## config.mk

```make
export PLATFORM = sky130hd
export DESIGN_NAME = seven_seg_scanner
export DESIGN_NICKNAME = d
export VERILOG_FILES = /design/src/rtl/seven_seg_scanner.sv
export SDC_FILE = /design/constraint.sdc
export NUM_CORES = 1
export LEC_CHECK = 0
export ABC_AREA = 1
export CORE_ASPECT_RATIO = 1.75
export CORE_MARGIN = 2
export CORE_UTILIZATION = 53
export DETAILED_ROUTE_END_ITERATION = 6
export PLACE_DENSITY = 0.76
export SYNTH_ARGS = -nofsm -noshare
export SYNTH_HDL_FRONTEND = slang
export SYNTH_SLANG_ARGS = --single-unit
```

## constraint.sdc

```tcl
create_clock -name clk_i -period 2 [get_ports clk_i]
set_input_delay 0.2 -clock clk_i [delete_from_list [all_inputs] [get_ports clk_i]]
set_output_delay 0.2 -clock clk_i [all_outputs]
set_load 0.01 [all_outputs]
```

## src/rtl/seven_seg_scanner.sv

```systemverilog
//==============================================================================
// Module      : seven_seg_scanner
// Description : Time-multiplexed driver for a 4-digit seven-segment display.
//               Digit values, enables and decimal points are captured once per
//               frame into shadow registers, so a frame never shows a mix of
//               old and new values. Each digit slot opens with a blanking
//               window to suppress ghosting. Anode, cathode and decimal-point
//               outputs are active-low and registered.
// Revision    : 1.0 - initial release
//==============================================================================
`default_nettype none

module seven_seg_scanner #(
  parameter int DIV   = 1000,  // clock cycles per digit slot (>= 2)
  parameter int BLANK = 50     // leading cycles of each slot with anodes off
) (
  input  logic       clk_i,
  input  logic       rst_i,
  input  logic [3:0] digit0_i,
  input  logic [3:0] digit1_i,
  input  logic [3:0] digit2_i,
  input  logic [3:0] digit3_i,
  input  logic       digit0_en_i,
  input  logic       digit1_en_i,
  input  logic       digit2_en_i,
  input  logic       digit3_en_i,
  input  logic [3:0] dp_i,
  output logic [3:0] anode_o,
  output logic [6:0] segments_o,
  output logic       dp_o
);

  localparam int CW = (DIV > 2) ? $clog2(DIV) : 1;
  localparam logic [CW-1:0] CNT_LAST = CW'(DIV - 1);

  logic [CW-1:0]       div_cnt;
  logic [1:0]          idx;
  logic [3:0][3:0]     shadow_digit;
  logic [3:0]          shadow_en;
  logic [3:0]          shadow_dp;

  logic                slot_wrap;
  logic                frame_end;
  logic                in_blank;
  logic                active;
  logic [3:0]          cur_digit;
  logic [6:0]          cur_seg;

  assign slot_wrap = (div_cnt == CNT_LAST);
  assign frame_end = slot_wrap && (idx == 2'd3);

  // Blanking window at the start of every slot; absent entirely when BLANK is 0
  // so the digit stays lit for the whole slot.
  if (BLANK == 0) begin : g_no_blank
    assign in_blank = 1'b0;
  end else begin : g_blank
    assign in_blank = (div_cnt < CW'(BLANK));
  end

  assign cur_digit = shadow_digit[idx];
  assign active    = !in_blank && shadow_en[idx];

  // Prescaler and digit index: one slot per DIV cycles, four slots per frame.
  always_ff @(posedge clk_i or posedge rst_i) begin
    if (rst_i) begin
      div_cnt <= '0;
      idx     <= 2'd0;
    end else if (slot_wrap) begin
      div_cnt <= '0;
      idx     <= idx + 2'd1;
    end else begin
      div_cnt <= div_cnt + CW'(1);
    end
  end

  // Shadow capture on the last cycle of a frame only, so a frame never tears.
  always_ff @(posedge clk_i or posedge rst_i) begin
    if (rst_i) begin
      shadow_digit <= '0;
      shadow_en    <= '0;
      shadow_dp    <= '0;
    end else if (frame_end) begin
      shadow_digit <= {digit3_i, digit2_i, digit1_i, digit0_i};
      shadow_en    <= {digit3_en_i, digit2_en_i, digit1_en_i, digit0_en_i};
      shadow_dp    <= dp_i;
    end
  end

  // Full hex decode to active-low {g,f,e,d,c,b,a}.
  always_comb begin
    cur_seg = 7'h7F;
    case (cur_digit)
      4'h0: cur_seg = 7'h40;
      4'h1: cur_seg = 7'h79;
      4'h2: cur_seg = 7'h24;
      4'h3: cur_seg = 7'h30;
      4'h4: cur_seg = 7'h19;
      4'h5: cur_seg = 7'h12;
      4'h6: cur_seg = 7'h02;
      4'h7: cur_seg = 7'h78;
      4'h8: cur_seg = 7'h00;
      4'h9: cur_seg = 7'h10;
      4'hA: cur_seg = 7'h08;
      4'hB: cur_seg = 7'h03;
      4'hC: cur_seg = 7'h46;
      4'hD: cur_seg = 7'h21;
      4'hE: cur_seg = 7'h06;
      4'hF: cur_seg = 7'h0E;
      default: cur_seg = 7'h7F;
    endcase
  end

  // Registered pin drivers; dark whenever the slot is blanked or disabled.
  always_ff @(posedge clk_i or posedge rst_i) begin
    if (rst_i) begin
      anode_o    <= 4'hF;
      segments_o <= 7'h7F;
      dp_o       <= 1'b1;
    end else if (active) begin
      anode_o    <= ~(4'b0001 << idx);
      segments_o <= cur_seg;
      dp_o       <= ~shadow_dp[idx];
    end else begin
      anode_o    <= 4'hF;
      segments_o <= 7'h7F;
      dp_o       <= 1'b1;
    end
  end

endmodule

`default_nettype wire

```

# Yosys cells after proc, flatten, opt, wreduce, memory -nomap -nowiden
# Memory sizes are Yosys's and may differ from the RTL's.
# Index checks and enable logic that the tools add are counted.
dict set report op_classes {
  addsub 2
  magnitude_cmp 2
  n_eq_ne 2
  shift 1
  n_mux 10
  n_bitwise 2
  reduce_logical 3
}
# operator n
set ops {}
lappend ops {{adder 10 x 1 -> 10 bit, second input constant} 1}
lappend ops {{equality test 10 bit, second input constant} 1}
lappend ops {{< comparator 10 x 6 -> 1 bit, second input constant} 1}
lappend ops {{two-way mux 10 bit} 1}
lappend ops {{binary-select mux 4 bit (select 2 bit)} 1}
lappend ops {{two-way mux 4 bit} 2}
lappend ops {{two-way mux 7 bit} 1}
lappend ops {{binary-select mux 1 bit (select 2 bit)} 2}
lappend ops {{inverter 4 bit} 1}
lappend ops {{<< shifter 1 x 2 -> 4 bit, first input constant} 1}
lappend ops {{< comparator 2 x 3 -> 1 bit, second input constant} 1}
lappend ops {{two-way mux 1 bit} 3}
lappend ops {{adder 2 x 1 -> 2 bit, second input constant} 1}
lappend ops {{equality test 2 bit, second input constant} 1}
lappend ops {{logical AND 1 bit} 2}
lappend ops {{zero test 1 bit} 1}
lappend ops {{inverter 1 bit} 1}
dict set report word_totals {
  register_bits 48
  mem_bits_ro 112
  in_bits 26
  output_inout_bits 12
  n_memories 1
}
# name depth word_bits read_ports rd_ports_with_merged_regs wr line
set memory_table {}
lappend memory_table {{(name not given)} 16 7 1 0 0 92} ;# case (cur_digit)

# Logic depth before layout (Yosys ltp)
dict set report depth {
  word_depth 4
  ltp_mapped 11
}

# Worst setup path after synthesis
# No wires, ideal clock.
dict set report synth_path {
  path_kind {reg2reg}
  start {reg idx[0]}
  end {reg segments_o[5]}
  setup_ns 0.085
  arrival_ns 1.471
  slack_ns 0.444
  path_stages_with_launch 12
  path_buffers 1
  path_cell_list {dfrtp_1 > inv_2 > buf_2 > nand2_1 > nand3_1 > nand2_1 > inv_1 > ha_1 > nand3_1 > nand2_1 > nand2_1 > nand3_1}
}
dict set report synth_between {
  elab_chain_cells 4
  elab_cells_between_ends 7
  classes_between {mux (5); reduce/logical (1); memory (1)}
}
# item line
set synth_lines {}
lappend synth_lines {{start, declared} 37} ;# logic [1:0] idx;
lappend synth_lines {{start signal, assigned} 70} ;# idx <= idx + 2'd1;
lappend synth_lines {{binary-select mux 4 bit (select 2 bit) or binary-select mux 1 bit (select 2 bit) (tied branches)} {60, 61}}
lappend synth_lines {{two-way mux 4 bit (not written as such) or two-way mux 1 bit (tied branches)} {60, 61}}
lappend synth_lines {{memory read (16 x 7 bit) or logical AND 1 bit (tied branches)} -}
lappend synth_lines {{two-way mux 7 bit *} 119} ;# end else if (active) begin
lappend synth_lines {{end signal, assigned} 121} ;# segments_o <= cur_seg;
lappend synth_lines {{end, declared} 29} ;# output logic [6:0] segments_o,
# Mark *: on every way between the ends. The rest lies on a longest branch, timed or not. The select of a mux whose other input is x is not followed.
# A chain may end at the register's enable or synchronous reset.

# Worst setup path after layout
dict set report layout_path {
  start {reg idx[1]}
  end {reg segments_o[3]}
}
# The elaborated chain is that of the path after synthesis.

==> run summary <==
worst-margin pin slew -> 0.8013 ns
Post-CTS Hold Buffers -> 0
post-DR wirelength/cell -> 13.67 um
share of cells above drive strength 1 -> 0.1221
Yosys Warn Count -> 0
diode count -> 0
Unique masters post-synth -> 23
first-pass GRT wire length -> 9.183 mm
total leakage power -> 1.429 nW
number of iterations in the first detailed-routing pass -> 4
crit path kind -> register to register
H-tree depth -> 2
crit-path max cell delay -> 0.54 ns
later-pin clock latency in the skew report -> 0.30 ns
Clk pin slew, worst setup/hold paths -> 0.09 ns
Synth Register Bits -> 48
initial antenna violation count -> 0
clk_skew -> 0.008271 ns
Rows -> 32
antenna-violating nets left -> 0
post-DP HPWL -> 4.021 mm
Net Count, Synth -> 339
crit path capture type -> register
CTS Buf Count -> 5
Fmax -> 542.9 MHz
final wirelength -> 5.401 mm
Int Pwr -> 1.386 mW
Clock Power Share -> 0.401
input/output buffers -> 37
crit-path cells -> inv_2 > nand3_1 > nand2_1 > inv_1 > ha_1 > inv_1 > nand2_1 > nand3_1 > nand3_1
largest net degree at the start of global routing -> 25
Seq pwr share -> 0.557
Starting Density -> 0.5524
Finish-stage setup viols -> 0
# resized after CTS -> 0
GRT overflow -> 0
total negative slack -> 0 ns
VDD IR max -> 565.7 uV
CP Data Required Time -> 2.25 ns
synthesized area -> 2455 um^2
Post-route DRC -> 0
share of total power in combinational logic -> 0.041
CTS max path bufs -> 2
CTS tree -> done
Synth Instances -> 302
vias in the first global route -> 2062
Hold Path Class -> input pin to async pin
Die X-Extent -> 55.45 um
Power Total -> 1.742 mW
P_sw -> 0.3559 mW
Most common cell on crit path -> nand3_1
clk root buf -> clkbuf_8
fin crit share -> 0.9210
CP max FO -> 9
Final Hold Fails -> 0
Sw Share -> 0.2043
gpl congestion -> 0.8213
maxcap violations -> 0
Vias -> 2072
Post-Syn Area per Cell -> 8.129 um^2
CP max stage cell -> dfrtp_1
# Post-CTS Setup Buffers -> 0
CTS sink cnt -> 48
Worst Path Arrival -> 2.09 ns
max_slew headroom -> 0.4625
Slew Limit Fails -> 0
Die Y -> 94.03 um
Total Routing Usage GR -> 0.2258
Vias/cell -> 5.246
First DRT Iteration DRCs -> 42
RSZ-0062 raised after global routing -> false
Synth-to-Final Area Change -> 22.07%
Startpoint Class -> register
die area -> 5213 um^2
final critical-path required period -> 1.842 ns
Ports -> 38
nets@finish -> 380
register area share after synthesis -> 0.4954
pwr dens -> 581.3 nW/um^2
outcome -> complete, no violations
total core area -> 4444 um^2
[power groups by stage]
| stage | combinational [mW] | sequential (mW) | clock, mW |
|---|---|---|---|
| 3_5_place_dp | 0.0730 | 0.989 | 0 |
| 5_1_grt | 0.0791 | 0.971 | 0.752 |
| 3_3_place_gp | 0.0728 | 0.989 | 0 |
| 6_report | 0.0716 | 0.971 | 0.699 |
| 4_1_cts | 0.0735 | 0.971 | 0.711 |
| 2_1_floorplan | 0.0141 | 0.989 | 0 |
[per-stage QoR]
stage                       util  instances  cell area (um^2)  setup slack [ns]  hold WS, ns
after detailed placement  0.6492        387              2885            0.2608       0.4671
after CTS                 0.6743        395              2997            0.2022       0.2729
after floorplan                -        302              2455            0.4442       0.3377
after global routing      0.6743        395              2997           0.04526       0.3183
after global placement    0.6492        387              2885            0.3031       0.4657
final                     0.6743        395              2997            0.1580       0.2518
[cell families (layout without fill, tap and decap cells)]
kind of cell	Yosys count	in the layout	share of synthesized area
compound gates	9	9	0.01886
xor+xnor	3	3	0.01071
buf+inv	36	78	0.06779
fa+ha+maj	11	11	0.05606
simple gates	195	195	0.3512
flops	48	48	0.4954
[final timing paths]
path	startpoint	end	slack [ns]	depth (start not counted)
worst max-delay path	idx[1]$_DFFE_PP0N_	segments_o[3]$_DFF_PP1_	0.16	9
worst min register to register	shadow_digit[14]$_DFFE_PP0P_	shadow_digit[14]$_DFFE_PP0P_	0.48	2
worst min-delay path	rst_i	shadow_digit[6]$_DFFE_PP0P_	0.25	2
min in group clk_i	digit0_en_i	shadow_en[0]$_DFFE_PP0P_	0.44	3
max in group asynchronous	rst_i	shadow_digit[12]$_DFFE_PP0P_	1.14	3
worst max register to register	idx[1]$_DFFE_PP0N_	segments_o[3]$_DFF_PP1_	0.16	9
[final cells by class]
class | instances | area, um^2
inverters | 26 | 97.59
multi-input cells | 218 | 1072
clock inverters | 3 | 42.54
fillers | 379 | 1448
well taps | 51 | 63.81
repair buffers | 44 | 435.4
flip-flops and latches | 48 | 1216
clock buffers | 5 | 68.82
[state kept, by name (all words and copies together), names as in the netlist]
register and cells:
anode_o 4, dp_o 1, shadow_digit 16, div_cnt 10
shadow_dp 4, shadow_en 4, idx 2, segments_o 7
[critical path: cells and delay by family, from the launching register on]
kind,cells,cell delay [ns]
flops,1,0.54
simple gates,5,0.60
buf+inv,3,0.39
fa+ha+maj,1,0.25
[placed cells by master, fill, tap and decap left out]
master             n
nand2_1          109
nand3_1           55
clkdlybuf4s50_1   37
dfrtp_1           36
inv_1             20
nor2_1            16
dfstp_2           12
ha_1              11
buf_4              6
inv_2              5
o21ai_0            5
clkbuf_8           5
nand2_2            4
nor3_1             4
xor2_1             3
a21oi_1            3
nor3_4             1
nor3_2             1
nor2_4             1
nand4_2            1
nand3_2            1
nand4_1            1
or2_2              1
o22ai_1            1
clkinv_1           1
clkinv_2           1
bufinv_16          1
clkinvlp_4         1
buf_12             1
[metal layers]
layer,vias to the layer above,share of wire,track usage
met5,-,0,0
met1,968,0.39,0.2493
met4,0,0.034,0.1179
met3,17,0.022,0.03719
met2,46,0.55,0.4087
li1,1041,-,-
[Yosys cell counts, drive strengths merged]
cell,instances,share of area
nand4,2,0.0076
nand3,56,0.12
dfrtp,36,0.37
a21oi,3,0.0061
o21ai,5,0.010
nor2,17,0.029
nor3,6,0.019
xor2,3,0.011
or2,1,0.0026
inv,26,0.040
o22ai,1,0.0026
nand2,113,0.18
dfstp,12,0.13
ha,11,0.056
buf,10,0.028
Power figures use the tool's default switching activity.
